$ cat src/rtl/parking_gate_scheduler_if.sv
// Lane/gate signal bundle for parking_gate_scheduler.
// master: lane controllers and gate sensor side (drives requests and pass
//         events, observes grants and gate commands).
// slave:  the scheduler (observes requests/pass, drives grants, gate
//         commands, occupancy, full flag and timeout alarm).
interface parking_gate_scheduler_if #(
  parameter int unsigned CNT_W = 5
);
  logic             req_in;
  logic             req_out;
  logic             pass_evt;
  logic             grant_in;
  logic             grant_out;
  logic             gate_o;
  logic             gate_cls;
  logic             lot_full;
  logic [CNT_W-1:0] occupancy;
  logic             timeout_alm;

  modport master (
    output req_in, req_out, pass_evt,
    input  grant_in, grant_out, gate_o, gate_cls, lot_full, occupancy,
           timeout_alm
  );

  modport slave (
    input  req_in, req_out, pass_evt,
    output grant_in, grant_out, gate_o, gate_cls, lot_full, occupancy,
           timeout_alm
  );
endinterface

$ cat src/rtl/parking_gate_scheduler.sv
// Arbitrates one barrier gate between an entry and an exit lane and tracks
// lot occupancy against CAPACITY.
// Ports:
//   clock    - system clock, rising edge
//   reset    - synchronous, active-high
//   gate_bus - slave side of parking_gate_scheduler_if:
//              req_in/req_out (lane requests), pass_evt (vehicle passed),
//              grant_in/grant_out, gate_o (open), gate_cls (close),
//              lot_full, occupancy, timeout_alm (grant expired pulse)
module parking_gate_scheduler #(
  parameter int unsigned CAPACITY  = 16,
  parameter int unsigned CNT_W     = 5,
  parameter int unsigned TIMEOUT   = 200,
  parameter int unsigned CLOSE_CYC = 4
) (
  input  logic                     clock,
  input  logic                     reset,
  parking_gate_scheduler_if.slave  gate_bus
);

  localparam int unsigned GT_W = $clog2(TIMEOUT + 1);
  localparam int unsigned CT_W = $clog2(CLOSE_CYC + 1);

  typedef enum logic [3:0] {
    IDLE      = 4'b0001,
    GRANT_IN  = 4'b0010,
    GRANT_OUT = 4'b0100,
    CLOSING   = 4'b1000
  } state_t;

  // Which lane was granted most recently; drives round-robin on contest.
  typedef enum logic {
    LANE_IN  = 1'b0,
    LANE_OUT = 1'b1
  } lane_t;

  state_t           state_q, state_d;
  lane_t            last_q, last_d;
  logic [GT_W-1:0]  gtmr_q, gtmr_d;
  logic [CT_W-1:0]  ctmr_q, ctmr_d;
  logic [CNT_W-1:0] occ_q, occ_d;
  logic             alarm_q, alarm_d;

  logic elig_in;
  logic elig_out;

  assign elig_in  = gate_bus.req_in  && (occ_q < CNT_W'(CAPACITY));
  assign elig_out = gate_bus.req_out && (occ_q != '0);

  always_ff @(posedge clock) begin
    if (reset) begin
      state_q <= IDLE;
      last_q  <= LANE_OUT;
      gtmr_q  <= '0;
      ctmr_q  <= '0;
      occ_q   <= '0;
      alarm_q <= 1'b0;
    end else begin
      state_q <= state_d;
      last_q  <= last_d;
      gtmr_q  <= gtmr_d;
      ctmr_q  <= ctmr_d;
      occ_q   <= occ_d;
      alarm_q <= alarm_d;
    end
  end

  always_comb begin
    state_d = state_q;
    last_d  = last_q;
    gtmr_d  = gtmr_q;
    ctmr_d  = ctmr_q;
    occ_d   = occ_q;
    alarm_d = 1'b0;

    unique case (state_q)
      IDLE: begin
        gtmr_d = '0;
        ctmr_d = '0;
        if (elig_in && (!elig_out || last_q == LANE_OUT)) begin
          state_d = GRANT_IN;
          last_d  = LANE_IN;
        end else if (elig_out) begin
          state_d = GRANT_OUT;
          last_d  = LANE_OUT;
        end
      end

      GRANT_IN, GRANT_OUT: begin
        ctmr_d = '0;
        // A pass in the final timer cycle takes priority over the alarm.
        if (gate_bus.pass_evt) begin
          occ_d   = (state_q == GRANT_IN) ? occ_q + 1'b1 : occ_q - 1'b1;
          state_d = CLOSING;
        end else if (gtmr_q == GT_W'(TIMEOUT - 1)) begin
          alarm_d = 1'b1;
          state_d = CLOSING;
        end else begin
          gtmr_d = gtmr_q + 1'b1;
        end
      end

      CLOSING: begin
        if (ctmr_q == CT_W'(CLOSE_CYC - 1)) begin
          state_d = IDLE;
          ctmr_d  = '0;
        end else begin
          ctmr_d = ctmr_q + 1'b1;
        end
      end

      default: begin
        state_d = IDLE;
      end
    endcase
  end

  assign gate_bus.grant_in    = (state_q == GRANT_IN);
  assign gate_bus.grant_out   = (state_q == GRANT_OUT);
  assign gate_bus.gate_o      = (state_q == GRANT_IN) || (state_q == GRANT_OUT);
  assign gate_bus.gate_cls    = (state_q == CLOSING);
  assign gate_bus.lot_full    = (occ_q == CNT_W'(CAPACITY));
  assign gate_bus.occupancy   = occ_q;
  assign gate_bus.timeout_alm = alarm_q;

endmodule

$ cat src/flat_wrapper.sv
// flat-port wrapper written by rule: the top's interface ports become plain ports
module parking_gate_scheduler_flat 
#(
  parameter int unsigned CAPACITY  = 16,
  parameter int unsigned CNT_W     = 5,
  parameter int unsigned TIMEOUT   = 200,
  parameter int unsigned CLOSE_CYC = 4
)
  (clock, reset, gate_bus_req_in, gate_bus_req_out, gate_bus_pass_evt, gate_bus_grant_in, gate_bus_grant_out, gate_bus_gate_o, gate_bus_gate_cls, gate_bus_lot_full, gate_bus_occupancy, gate_bus_timeout_alm);
  parking_gate_scheduler_if #(.CNT_W(CNT_W)) gate_bus_i ();
  input  logic clock;
  input  logic reset;
  input wire logic [$bits(gate_bus_i.req_in)-1:0] gate_bus_req_in;
  input wire logic [$bits(gate_bus_i.req_out)-1:0] gate_bus_req_out;
  input wire logic [$bits(gate_bus_i.pass_evt)-1:0] gate_bus_pass_evt;
  output wire logic [$bits(gate_bus_i.grant_in)-1:0] gate_bus_grant_in;
  output wire logic [$bits(gate_bus_i.grant_out)-1:0] gate_bus_grant_out;
  output wire logic [$bits(gate_bus_i.gate_o)-1:0] gate_bus_gate_o;
  output wire logic [$bits(gate_bus_i.gate_cls)-1:0] gate_bus_gate_cls;
  output wire logic [$bits(gate_bus_i.lot_full)-1:0] gate_bus_lot_full;
  output wire logic [$bits(gate_bus_i.occupancy)-1:0] gate_bus_occupancy;
  output wire logic [$bits(gate_bus_i.timeout_alm)-1:0] gate_bus_timeout_alm;
  assign gate_bus_i.req_in = gate_bus_req_in;
  assign gate_bus_i.req_out = gate_bus_req_out;
  assign gate_bus_i.pass_evt = gate_bus_pass_evt;
  assign gate_bus_grant_in = gate_bus_i.grant_in;
  assign gate_bus_grant_out = gate_bus_i.grant_out;
  assign gate_bus_gate_o = gate_bus_i.gate_o;
  assign gate_bus_gate_cls = gate_bus_i.gate_cls;
  assign gate_bus_lot_full = gate_bus_i.lot_full;
  assign gate_bus_occupancy = gate_bus_i.occupancy;
  assign gate_bus_timeout_alm = gate_bus_i.timeout_alm;
  parking_gate_scheduler #(.CAPACITY(CAPACITY), .CNT_W(CNT_W), .TIMEOUT(TIMEOUT), .CLOSE_CYC(CLOSE_CYC)) u_core (.clock(clock), .reset(reset), .gate_bus(gate_bus_i));
endmodule
$ cat config.mk
export PLATFORM = sky130hd
export DESIGN_NAME = parking_gate_scheduler_flat
export DESIGN_NICKNAME = d
export VERILOG_FILES = /design/src/rtl/parking_gate_scheduler_if.sv /design/src/rtl/parking_gate_scheduler.sv /design/src/flat_wrapper.sv
export SDC_FILE = /design/constraint.sdc
export NUM_CORES = 1
export LEC_CHECK = 0
export ABC_AREA = 1
export CAP_MARGIN = 20
export CORE_MARGIN = 3
export CORE_UTILIZATION = 25
export DETAILED_ROUTE_END_ITERATION = 12
export PLACE_DENSITY = 0.41
export SYNTH_ARGS = -nofsm -noshare
export SYNTH_HDL_FRONTEND = slang
export SYNTH_SLANG_ARGS = --single-unit
$ cat constraint.sdc
create_clock -name clock -period 1.6 [get_ports clock]
set_input_delay 0.24 -clock clock [delete_from_list [all_inputs] [get_ports clock]]
set_output_delay 0.24 -clock clock [all_outputs]
set_load 0.01 [all_outputs]
* Word-level counts from Yosys, hierarchy flattened
Cells that the tools add are included.
** Word-level totals
- Bits in registers :: 22
- Input bits :: 5
- Output and inout port bits :: 11
- Word-level logic and storage cells :: 56
** Operators by class
- $add $sub $neg :: 4
- $lt $le $gt $ge :: 1
- Equal/unequal tests :: 12
- Mux-type cells :: 15
- Bitwise gates (word level) :: 1
- Reductions and logical operators :: 17
** Operators by type and width (count)
- $mux 4 :: 5
- $mux 8 :: 2
- $pmux 8 s2 :: 1
- $pmux 4 s3 :: 1
- $add 8x1->8 const B :: 1
- $eq 8x8->1 const B :: 1
- $pmux 3 s2 :: 1
- $reduce_and 3->1 :: 2
- $reduce_bool 2->1 :: 3
- $reduce_or 3->1 :: 2
- $add 5x1->5 const B :: 1
- $eq 5x5->1 const B :: 1
- $lt 5x5->1 const B :: 1
- $mux 5 :: 1
- $reduce_bool 5->1 :: 1
- $sub 5x1->5 const B :: 1
- $eq 4x1->1 const B :: 1
- $eq 4x2->1 const B :: 1
- $eq 4x3->1 const B :: 1
- $eq 4x4->1 const B :: 1
- $ne 2x2->1 const B :: 2
- $reduce_and 2->1 :: 2
- $add 3x1->3 const B :: 1
- $eq 3x2->1 const B :: 1
- 10 further kinds :: 15

* Logic depth before layout (Yosys ltp)
Gate-level depths: netlist of run 1.
- Word-level depth :: 7
- Depth in mapped cells :: 11
- Gate-level depth less buffers :: 11

* Least setup slack after synthesis of run 1
No wires, ideal clock.
- Kind :: reg2reg
- Start point :: reg u_core.state_q[3]
- End point :: reg u_core.occ_q[4] (netlist: u_core.gate_bus.occupancy[4])
- Setup time :: 0.113 ns
- Data arrival time :: 1.573 ns
- Required time :: 1.487 ns
- Slack :: -0.085 ns
- Cell stages (with the launch flop) :: 10
- Path buffers :: 0
- Period minus slack after synthesis :: 1.685 ns
- Cells stage by stage :: dfxtp_1 > nor2_4 > nand3_4 > fa_1 > a21oi_1 > nor2_1 > o21ai_0 > nand3_2 > nor2_1 > nor2_1
** On the way
- Cells in the longest elaborated chain, start to end :: 3
- Elaborated cells between the ends (all ways) :: 5
- Classes of those cells :: eq/ne: 2; mux: 1; reduce/logical: 2
** Ends and longest elaborated chain
- start: declaration :: RTL line parking_gate_scheduler.sv:37 : state_t state_q, state_d;
- start signal: assignment :: RTL line parking_gate_scheduler.sv:59 : state_q <= state_d;
- $eq 4x2->1 / $eq 4x3->1 (equally long branches) :: RTL line parking_gate_scheduler.sv:76, parking_gate_scheduler.sv:93
- $reduce_or 2->1 :: RTL line parking_gate_scheduler.sv:76 : unique case (state_q)
- $reduce_and 2->1 (no line)
- end signal: assignment :: RTL line parking_gate_scheduler.sv:56 : occ_q <= '0;
- end signal: assignment :: RTL line parking_gate_scheduler.sv:63 : occ_q <= occ_d;
- end: declaration :: RTL line parking_gate_scheduler.sv:41 : logic [CNT_W-1:0] occ_q, occ_d;
Parallel ways exist; a longest one is shown, timed or not.
A chain may end at the register's enable or synchronous reset.

* Worst setup path in the final report of run 1
Same ends and word-level chain as after synthesis.

==> results.cfg, run 1 <==
[run_status]
status = finished, violations left
violations = setup timing

[detailed_routing]
vias_per_cell = 4.19
wl_per_cell_um = 10.8
ant_nets = 0
drc = 0
drt_first_pass_iters = 3
vias = 1187
drt_iter0_drc = 50
wl_um = 3050

[cts]
h-tree-depth = 1
clock_sinks = 22
clockRootBuffer = clkbuf_8
clk_pin_slew_worst_paths_ns = 0.09
clock_latency_ns = 0.26
numCtsBuffers = 3
cts_tree = yes
cts_buffer_depth = 2

[setup_path]
end_kind = flip-flop
r2r_start = u_core.state_q[3]
crit_type = flip-flop to flip-flop
r2r_slack_ns = -0.07
arrival_ns = 1.88
r2r_cells = 10
startpoint_type = flip-flop
crit_required_ns = 1.81
rr_endpoint = u_core.gate_bus.occupancy[4]
path_max_fanout = 6

[die]
die_h_um = 77.1
ios = 16
start_util = 0.262
rows = 25
fp.dieW_um = 77.1
dieArea_um2 = 5940
core_area_um2 = 4820

[run]
drv_cap = 0

[min_path]
hold_depth = 2
hold_end = u_core.ctmr_q[2]
hold_start = u_core.ctmr_q[2]
worstHoldPathType = flip-flop to flip-flop

[synth]
synth.distinct_cells = 24
yosysSeqAreaShare = 0.349
synth_compound_area_frac = 0.114
yosys.area.top_type = dfxtp_1
ys_warn_count = 0
syn-instance-count = 180
synth_mux_area_frac = 0
avgSynthCellArea_um2 = 7.02
synth_top_family_by_area = simple AND/OR/NAND/NOR gates
synth_adder_area_share = 0.0653
synth_top_cells_by_area = dfxtp_1, nand2_1, nor2_1
synth.ff_latch_count = 22
yosys.area_share.simple = 0.358
syn_area_um2 = 1260
syn_nets = 191
yosysTopAreaCellShare = 0.349
yosys.area_share.xor_xnor = 0.0208

[final_layout]
utilization = 0.351
syn_to_final_growth_pct = 34.0
fin_nets = 229
fillers = 550
insertedDiodeCount = 0
drive_above_1_share = 0.255

[timing]
fin_crit_sh = 1.04
max_freq_mhz = 599
relSlewSlack = 0.704
rsz0062_at_grt = true
fin_crit_ns = 1.67
tns_ns = -0.0694
fin_ws_ns = -0.0694
setup_viol_count_final = 1
fin_skew_ns = 0.00473
hold_viol = 0
slew_violations = 0
tightestPinTransition_ns = 0.443

[global_routing]
grt_max_degree = 14
grt_usage = 0.106
grt_pass1_vias = 1125
overflow = 0
grt_pass1_wl_um = 5160
antenna_found_initial = 0

[pwr]
power.leakage_nw = 0.791
ir_worst_vdd_mv = 0.482
p_per_area_nw_per_um2 = 1360

[placed_design]
gp_congestion = 0.806
post-place-ws_ns = -0.0647
dpl.hpwl_um = 2370
portBuffers = 15
## synth_stat cells
library cell / count
a21oi_1: 16
buf_2: 1
buf_6: 1
dfxtp_1: 22
fa_1: 1
ha_1: 5
inv_1: 26
inv_2: 1
nand2_1: 36
nand2_2: 3
nand2_4: 2
nand3_1: 10
nand3_2: 2
nand3_4: 2
nand4_1: 3
nor2_1: 27
nor2_2: 2
nor2_4: 2
nor3_1: 2
nor4_1: 1
o21ai_0: 11
o21ai_2: 1
xnor2_1: 1
xor2_1: 2
## cells in the final DEF (no fill, tap or decap)
| cell type | count |
|---|---|
| nand4_1 | 3 |
| clkbuf_2 | 2 |
| nand2_4 | 2 |
| nor2_1 | 25 |
| buf_4 | 20 |
| inv_2 | 1 |
| nor2_2 | 3 |
| nand3_2 | 3 |
| clkdlybuf4s50_1 | 10 |
| clkbuf_8 | 3 |
| a21oi_1 | 15 |
| a21oi_2 | 1 |
| dfxtp_1 | 16 |
| ha_1 | 5 |
| nand3_4 | 2 |
| nand3_1 | 9 |
| o21ai_2 | 2 |
| dfxtp_2 | 6 |
| nor2_4 | 3 |
| inv_1 | 26 |
| nor4_1 | 1 |
| dlygate4sd2_1 | 2 |
| xor2_1 | 2 |
| nand2_1 | 34 |
| nor3_1 | 2 |
| buf_2 | 1 |
| xnor2_1 | 1 |
| fa_2 | 1 |
| nand2_2 | 5 |
| o21ai_0 | 10 |
## logic make-up (layout without fill, tap and decap cells)
| kind of cell | count (synthesis) | after routing |
|---|---|---|
| compound gates | 28 | 28 |
| xor+xnor | 3 | 3 |
| fa+ha+maj | 6 | 6 |
| buf+inv | 29 | 65 |
| flops | 22 | 22 |
| simple gates | 92 | 92 |
## metal layers
| metal | up-vias | GRT usage | routed length, µm |
|---|---|---|---|
| met3 | 2 | 0.0258 | 79 |
| met5 | - | 0 | 0 |
| met1 | 532 | 0.143 | 1530 |
| met2 | 10 | 0.173 | 1420 |
| li1 | 643 | - | - |
| met4 | 0 | 0.0214 | 19 |
## timing repair
action / in CTS / in global routing
hold buffers: 0 / 0
pin swaps: 3 / 8
setup buffers: 2 / 3
setup endpoints to repair: 6 / 16
resized for setup: 17 / 9
gates cloned: 0 / 0
## how the worst max path moves through the flow
stage,slack [ns],start,end,cells after the start
floorplan,0.01,u_core.state_q[3],u_core.gate_bus.occupancy[4],9
global placement,-0.03,u_core.state_q[3],u_core.gate_bus.occupancy[4],10
detailed placement,-0.06,u_core.state_q[3],u_core.gate_bus.occupancy[4],10
CTS,-0.04,u_core.state_q[2],u_core.gate_bus.occupancy[4],10
global route,-0.19,u_core.state_q[3],u_core.gate_bus.occupancy[4],10
finish,-0.07,u_core.state_q[3],u_core.gate_bus.occupancy[4],10
## where the power goes
part,leakage [nW],internal [mW],switching (mW),total [mW]
combinational,0.588,0.531,0.679,1.21
clock,0.0216,0.168,0.189,0.358
sequential,0.181,0.643,0.0918,0.734
## state kept, by name (all words and copies together), names as in the netlist
signal,cells
u_core.state_q,4
u_core.last_q,1
u_core.gate_bus.timeout_alm,1
u_core.ctmr_q,3
u_core.gtmr_q,8
u_core.gate_bus.occupancy,5
## metrics by stage
stage          hold WS, ns  std cells  power, mW  area, µm²
5_1_grt              0.505        283       2.53       1690
3_3_place_gp         0.447        275       1.88       1600
3_5_place_dp         0.453        275       1.88       1600
4_1_cts              0.467        280       2.28       1670
6_report             0.460        283       2.30       1690
2_1_floorplan        0.309        180       1.46       1270
## layout make-up
class / count / area, µm² / share of cell area
clock buffer: 3 / 41.3 / 0.0244
sequential: 22 / 448 / 0.265
inverter: 27 / 101 / 0.0599
tap: 67 / 83.8 / 0.0495
timing repair buffer: 35 / 283 / 0.167
multi-input combinational: 129 / 736 / 0.435
## worst max-delay path, stage by stage (launching register included)
cell and delay (ns):
dfxtp_2 0.34, nor2_4 0.14, nand3_4 0.13, fa_2 0.39, a21oi_2 0.14, nor2_2 0.05
o21ai_2 0.13, nand3_2 0.09, nand2_1 0.06, nand2_1 0.04, nor2_1 0.10
Power figures use the tool's default switching activity.
==> run 2, diff against run 1 <==
CORE_MARGIN = 2   (was 3)
CTS_BUF_LIST = sky130_fd_sc_hd__clkbuf_4   (was unset)
==> run 2 against run 1 <==
Compared with the run above:
- the flow still finishes with violations (setup timing)
- register-to-register slack about the same
- non-clock buffer count increased by 10
- first-iteration DRC count increased by 28%
- clock power decreased by 24%
- highest routed layer unchanged
==> results.cfg, run 2 (synthesis gave the netlist of run 1 again) <==
[timing]
max_freq_mhz = 603
hold_viol = 0
hold_slack_ns = 0.477
relSlewSlack = 0.797
slew_violations = 0
rsz0062_at_grt = true
fin_skew_ns = 0.00928
tns_ns = -0.0599
fin_crit_sh = 1.04
fin_crit_ns = 1.66
fin_ws_ns = -0.0575
tightestPinTransition_ns = 0.303
setup_viol_count_final = 2

[min_path]
hold_end = u_core.ctmr_q[2]
hold_depth = 2
worstHoldPathType = flip-flop to flip-flop
hold_start = u_core.ctmr_q[2]

[detailed_routing]
vias = 1240
wl_per_cell_um = 10.8
drt_first_pass_iters = 4
vias_per_cell = 4.23
wl_um = 3160
drc = 0
drt_iter0_drc = 64
ant_nets = 0

[cts]
cts_tree = yes
clock_sinks = 22
h-tree-depth = 1
postCtsHoldBufs = 0
clock_latency_ns = 0.32
clockRootBuffer = clkbuf_4
clk_pin_slew_worst_paths_ns = 0.14
cts_buffer_depth = 2
numCtsBuffers = 3

[global_routing]
grt_pass1_vias = 1162
antenna_found_initial = 0
grt_usage = 0.125
grt_max_degree = 12
grt_pass1_wl_um = 5330
overflow = 0

[run_status]
status = finished, violations left
violations = setup timing

[placed_design]
dpl.hpwl_um = 2420
gp_congestion = 0.760
place_inst = 283
portBuffers = 15
post-place-ws_ns = -0.0540
place_area_um2 = 1670

[setup_path]
crit_required_ns = 1.87
r2r_slack_ns = -0.06
rr_endpoint = u_core.gate_bus.occupancy[4]
path_max_fanout = 5
r2r_start = u_core.state_q[3]
startpoint_type = flip-flop
end_kind = flip-flop
arrival_ns = 1.93
r2r_cells = 10
crit_type = flip-flop to flip-flop

[final_layout]
final_area_um2 = 1830
drive_above_1_share = 0.327
largest_reg_flops = 8
fin_nets = 239
fillers = 509
syn_to_final_growth_pct = 45.0
area.sequential_um2 = 453
registers.top_by_ff_count = u_core.gtmr_q
multi_input_area_um2 = 785
utilization = 0.383
fin_cells = 293
final_cell_mix = nand2_1, buf_4, inv_1, nor2_1, dfxtp_1
insertedDiodeCount = 0
final_common_cell = nand2_1

[die]
start_util = 0.264
die_h_um = 75.1
rows = 25
ios = 16
dieArea_um2 = 5640
core_area_um2 = 4790
fp.dieW_um = 75.1

[pwr]
power.total_mw = 2.49
p_per_area_nw_per_um2 = 1360
ir_worst_vdd_mv = 0.454
power.leakage_nw = 0.837

[run]
drv_cap = 0
## run 2: cell types whose count changed in the layout (fill, tap and decap cells not counted), moves of 3 or more
cell / change
buf_4: +5
buf_6: +5
clkbuf_4: +3
clkbuf_8: -3
inv_1: -3
inv_2: +3
## run 2: cell type report
cell class	instances	area share
timing repair buffer	45	0.212
tap	67	0.0457
clock buffer	3	0.0123
inverter	27	0.0553
multi-input combinational	129	0.428
sequential	22	0.247
## run 2: what timing repair did
item                                    in CTS  in global routing
endpoints found under the setup margin      15                 19
pin swaps                                    3                  8
resized for setup                           23                 25
buffers inserted                             2                  5
## run 2: how the worst max path moves through the flow
stage | startpoint | end | slack [ns]
finish | u_core.state_q[3] | u_core.gate_bus.occupancy[4] | -0.06
global route | u_core.state_q[3] | u_core.gate_bus.occupancy[4] | -0.20
CTS | u_core.state_q[2] | u_core.gate_bus.occupancy[4] | -0.04
detailed placement | u_core.state_q[3] | u_core.gate_bus.occupancy[4] | -0.05
global placement | u_core.state_q[3] | u_core.gate_bus.occupancy[4] | -0.02
floorplan | u_core.state_q[3] | u_core.gate_bus.occupancy[4] | 0.01
## run 2: metal layers
metal | GRT usage | up-vias | share of wire
met4 | 0.0476 | 0 | 0.013
met1 | 0.161 | 550 | 0.50
met2 | 0.208 | 13 | 0.46
li1 | - | 673 | -
met5 | 0 | - | 0
met3 | 0.0228 | 4 | 0.028
## run 2: critical path, stage by stage (launching register included)
cell	delay (ns)
dfxtp_2	0.36
nor2_4	0.13
nand3_4	0.13
fa_2	0.37
a21oi_2	0.18
nor2_4	0.05
o21ai_2	0.12
nand3_2	0.08
nand2_1	0.06
nand2_1	0.04
nor2_1	0.08
## run 2: report_power, final
group          switching, mW  total [mW]  leakage (nW)  internal, mW
Clock                  0.184       0.273        0.0138        0.0882
Sequential            0.0870       0.733         0.182         0.646
Combinational          0.782        1.48         0.641         0.703
Total                   1.05        2.49         0.837          1.44
==> run 3, diff against run 2 <==
ABC_AREA = unset   (was 1)
CORE_ASPECT_RATIO = 1.75   (was unset)
==> run 3 against run 2 <==
Compared with the run above:
- via count shrank 0.81%
- first-iteration DRC count fell by 67%
- the flow still finishes with violations (setup timing)
- fmax down 15%
- largest cell class unchanged
- non-clock buffer count grew 22
==> results.cfg, run 3 <==
[synth]
yosysSeqAreaShare = 0.388
ys_warn_count = 0
async_flop_share = 0
synth_edf_count = 0
syn-instance-count = 131
yosysTopAreaCellShare = 0.388
yosys.area.top_type = dfxtp_1
syn_area_um2 = 1130
syn_nets = 142
synthFlopType = dfxtp_1
avgSynthCellArea_um2 = 8.66
synth_top_cells_by_area = dfxtp_1, a21oi_1, ha_1
synth.ff_latch_count = 22
synth.distinct_cells = 39
yosysMostFrequentCell = dfxtp_1
yosys-top-cells-count = dfxtp_1, a21oi_1, nand2_1

[timing]
fin_ws_ns = -0.348
slew_violations = 0
setup_viol_count_final = 25
relSlewSlack = 0.775
fin_skew_ns = 0.00211
tightestPinTransition_ns = 0.334
fin_crit_ns = 1.95
fin_crit_sh = 1.22
rsz0062_at_grt = true
max_freq_mhz = 513
hold_viol = 0

[final_layout]
registers.top_by_ff_count = u_core.gtmr_q
final_cell_mix = buf_4, buf_6, dfxtp_1, nand2_1, a21oi_1
fin_nets = 210
drive_above_1_share = 0.556
utilization = 0.462
insertedDiodeCount = 0
largest_reg_flops = 8
syn_to_final_growth_pct = 79.4
fin_cells = 249
final_common_cell = buf_4

[setup_path]
cp-startpoint = u_core.state_q[0]
startpoint_type = flip-flop
setup.worst_path.end = u_core.gate_bus.occupancy[4]
critical-path-max-stage-delay_ns = 0.36
r2r_cells = 8
crit_chain = nor4b_4 -> inv_2 -> fa_2 -> a21o_1 -> a21oi_2 -> xnor2_1 -> or3_1 -> a21oi_1
crit_type = flip-flop to flip-flop
path_max_fanout = 3
crit_required_ns = 1.87
arrival_ns = 2.22
r2r_start = u_core.state_q[0]
slowest_stage = dfxtp_2
r2r_slack_ns = -0.35
rr_endpoint = u_core.gate_bus.occupancy[4]
end_kind = flip-flop

[placed_design]
place_inst = 229
gp_congestion = 0.711
dpl.hpwl_um = 2700
portBuffers = 15

[cts]
numCtsBuffers = 3
cts_tree = yes
clock_latency_ns = 0.32
postCtsHoldBufs = 0
h-tree-depth = 1
cts_buffer_depth = 2
clk_pin_slew_worst_paths_ns = 0.13
clock_sinks = 22
clockRootBuffer = clkbuf_4

[die]
fp.dieW_um = 54.9
ios = 16
die_h_um = 93.1
rows = 32
dieArea_um2 = 5120
start_util = 0.258
core_area_um2 = 4400

[detailed_routing]
drt_first_pass_iters = 2
vias_per_cell = 4.94
wl_met3_um = 104
wl_met2_um = 2210
top_layer_used = met4
wl_per_cell_um = 15.1
vias = 1230
drt_iter0_drc = 21
met1_length_um = 1320
ant_nets = 0
wl_um = 3760
drc = 0

[global_routing]
antenna_found_initial = 0
grt_pass1_wl_um = 5680
grt_pass1_vias = 1235
overflow = 0
grt_usage = 0.156
grt_max_degree = 18

[min_path]
worstHoldPathType = flip-flop to flip-flop

[pwr]
ir_worst_vdd_mv = 0.421
p_sw_mw = 0.427
internal_power_mw = 0.938
power.total_mw = 1.36
pwr-share-comb = 0.371
clockPowerShare = 0.203
swShare = 0.313
seqPwrFrac = 0.425
p_per_area_nw_per_um2 = 670
power.leakage_nw = 0.841

[run]
drv_cap = 0

[run_status]
violations = setup timing
status = finished, violations left
-- run 3: changes by cell type in the layout (fill, tap and decap cells not counted), sizes merged, moves of 4 or more --
cell,before,now
buf,32,57
nand3,14,7
o21ai,12,6
or4,0,5
or3,0,4
nand2,41,14
inv,27,5
nor4b,0,4
a21o,0,4
nor2,31,9
-- run 3: metal layers --
metal / GRT usage / vias up
li1: - / 609
met1: 0.150 / 591
met2: 0.300 / 21
met3: 0.0176 / 9
met4: 0.0752 / 0
met5: 0 / -
-- run 3: kinds of logic (layout without fill, tap and decap cells) --
kind of cell | Yosys count | in the layout | share of synthesized area
AOI/OAI and AO/OA | 33 | 33 | 0.172
xor gates and xnor gates | 6 | 6 | 0.0463
adders and majority gates | 6 | 6 | 0.0728
buffers and inverters | 9 | 76 | 0.0309
DFF | 22 | 22 | 0.388
muxes | 1 | 1 | 0.00882
and+or+nand+nor | 54 | 54 | 0.281
-- run 3: per-stage QoR --
step	hold slack (ns)	setup TNS, ns	worst slack [ns]	instance area (µm²)
floorplan	0.317	-1.43	-0.473	1200
global placement	0.463	-3.85	-0.335	1670
detailed placement	0.490	-4.15	-0.375	1670
CTS	0.507	-3.76	-0.353	1830
global route	0.532	-6.28	-0.470	2040
finish	0.507	-4.51	-0.348	2040
-- run 3: timing repair --
action / CTS / global route
endpoints found under the setup margin: 27 / 29
gates resized for setup: 35 / 43
buffers inserted: 11 / 8
pin swaps: 19 / 10
-- run 3: worst max-delay path, delay by kind of cell, from the launching register on --
family	cells	cell delay (ns)
and+or+nand+nor	2	0.60
AOI/OAI and AO/OA	3	0.41
DFF	1	0.36
adders and majority gates	1	0.34
buffers and inverters	1	0.09
xor gates and xnor gates	1	0.08
-- run 3: power groups by stage --
| stage | Combinational, mW | Clock [mW] | Sequential [mW] |
|---|---|---|---|
| final | 0.507 | 0.277 | 0.580 |
| after global routing | 0.545 | 0.303 | 0.582 |
| after CTS | 0.412 | 0.284 | 0.580 |
| after detailed placement | 0.332 | 0 | 0.593 |
| after global placement | 0.327 | 0 | 0.593 |
| after floorplan | 0.171 | 0 | 0.604 |
-- run 3: worst min path at each step --
stage / startpoint / to / slack (ns) / cells past startpoint
finish: u_core.gtmr_q[7] / u_core.gtmr_q[7] / 0.51 / 2
global route: u_core.gtmr_q[7] / u_core.gtmr_q[7] / 0.53 / 2
CTS: u_core.ctmr_q[2] / u_core.ctmr_q[2] / 0.51 / 1
detailed placement: u_core.ctmr_q[2] / u_core.ctmr_q[2] / 0.49 / 1
global placement: u_core.gtmr_q[7] / u_core.gtmr_q[7] / 0.46 / 2
floorplan: gate_bus_pass_evt / u_core.gate_bus.timeout_alm / 0.32 / 1
-- run 3: final cells by class --
class                   instances  area (µm²)
fillers                       449        2370
multi-input cells             100         880
repair buffers                 67         584
flip-flops and latches         22         460
well taps                      51        63.8
clock buffers                   3        22.5
inverters                       5        21.3
clock inverters                 1        3.75
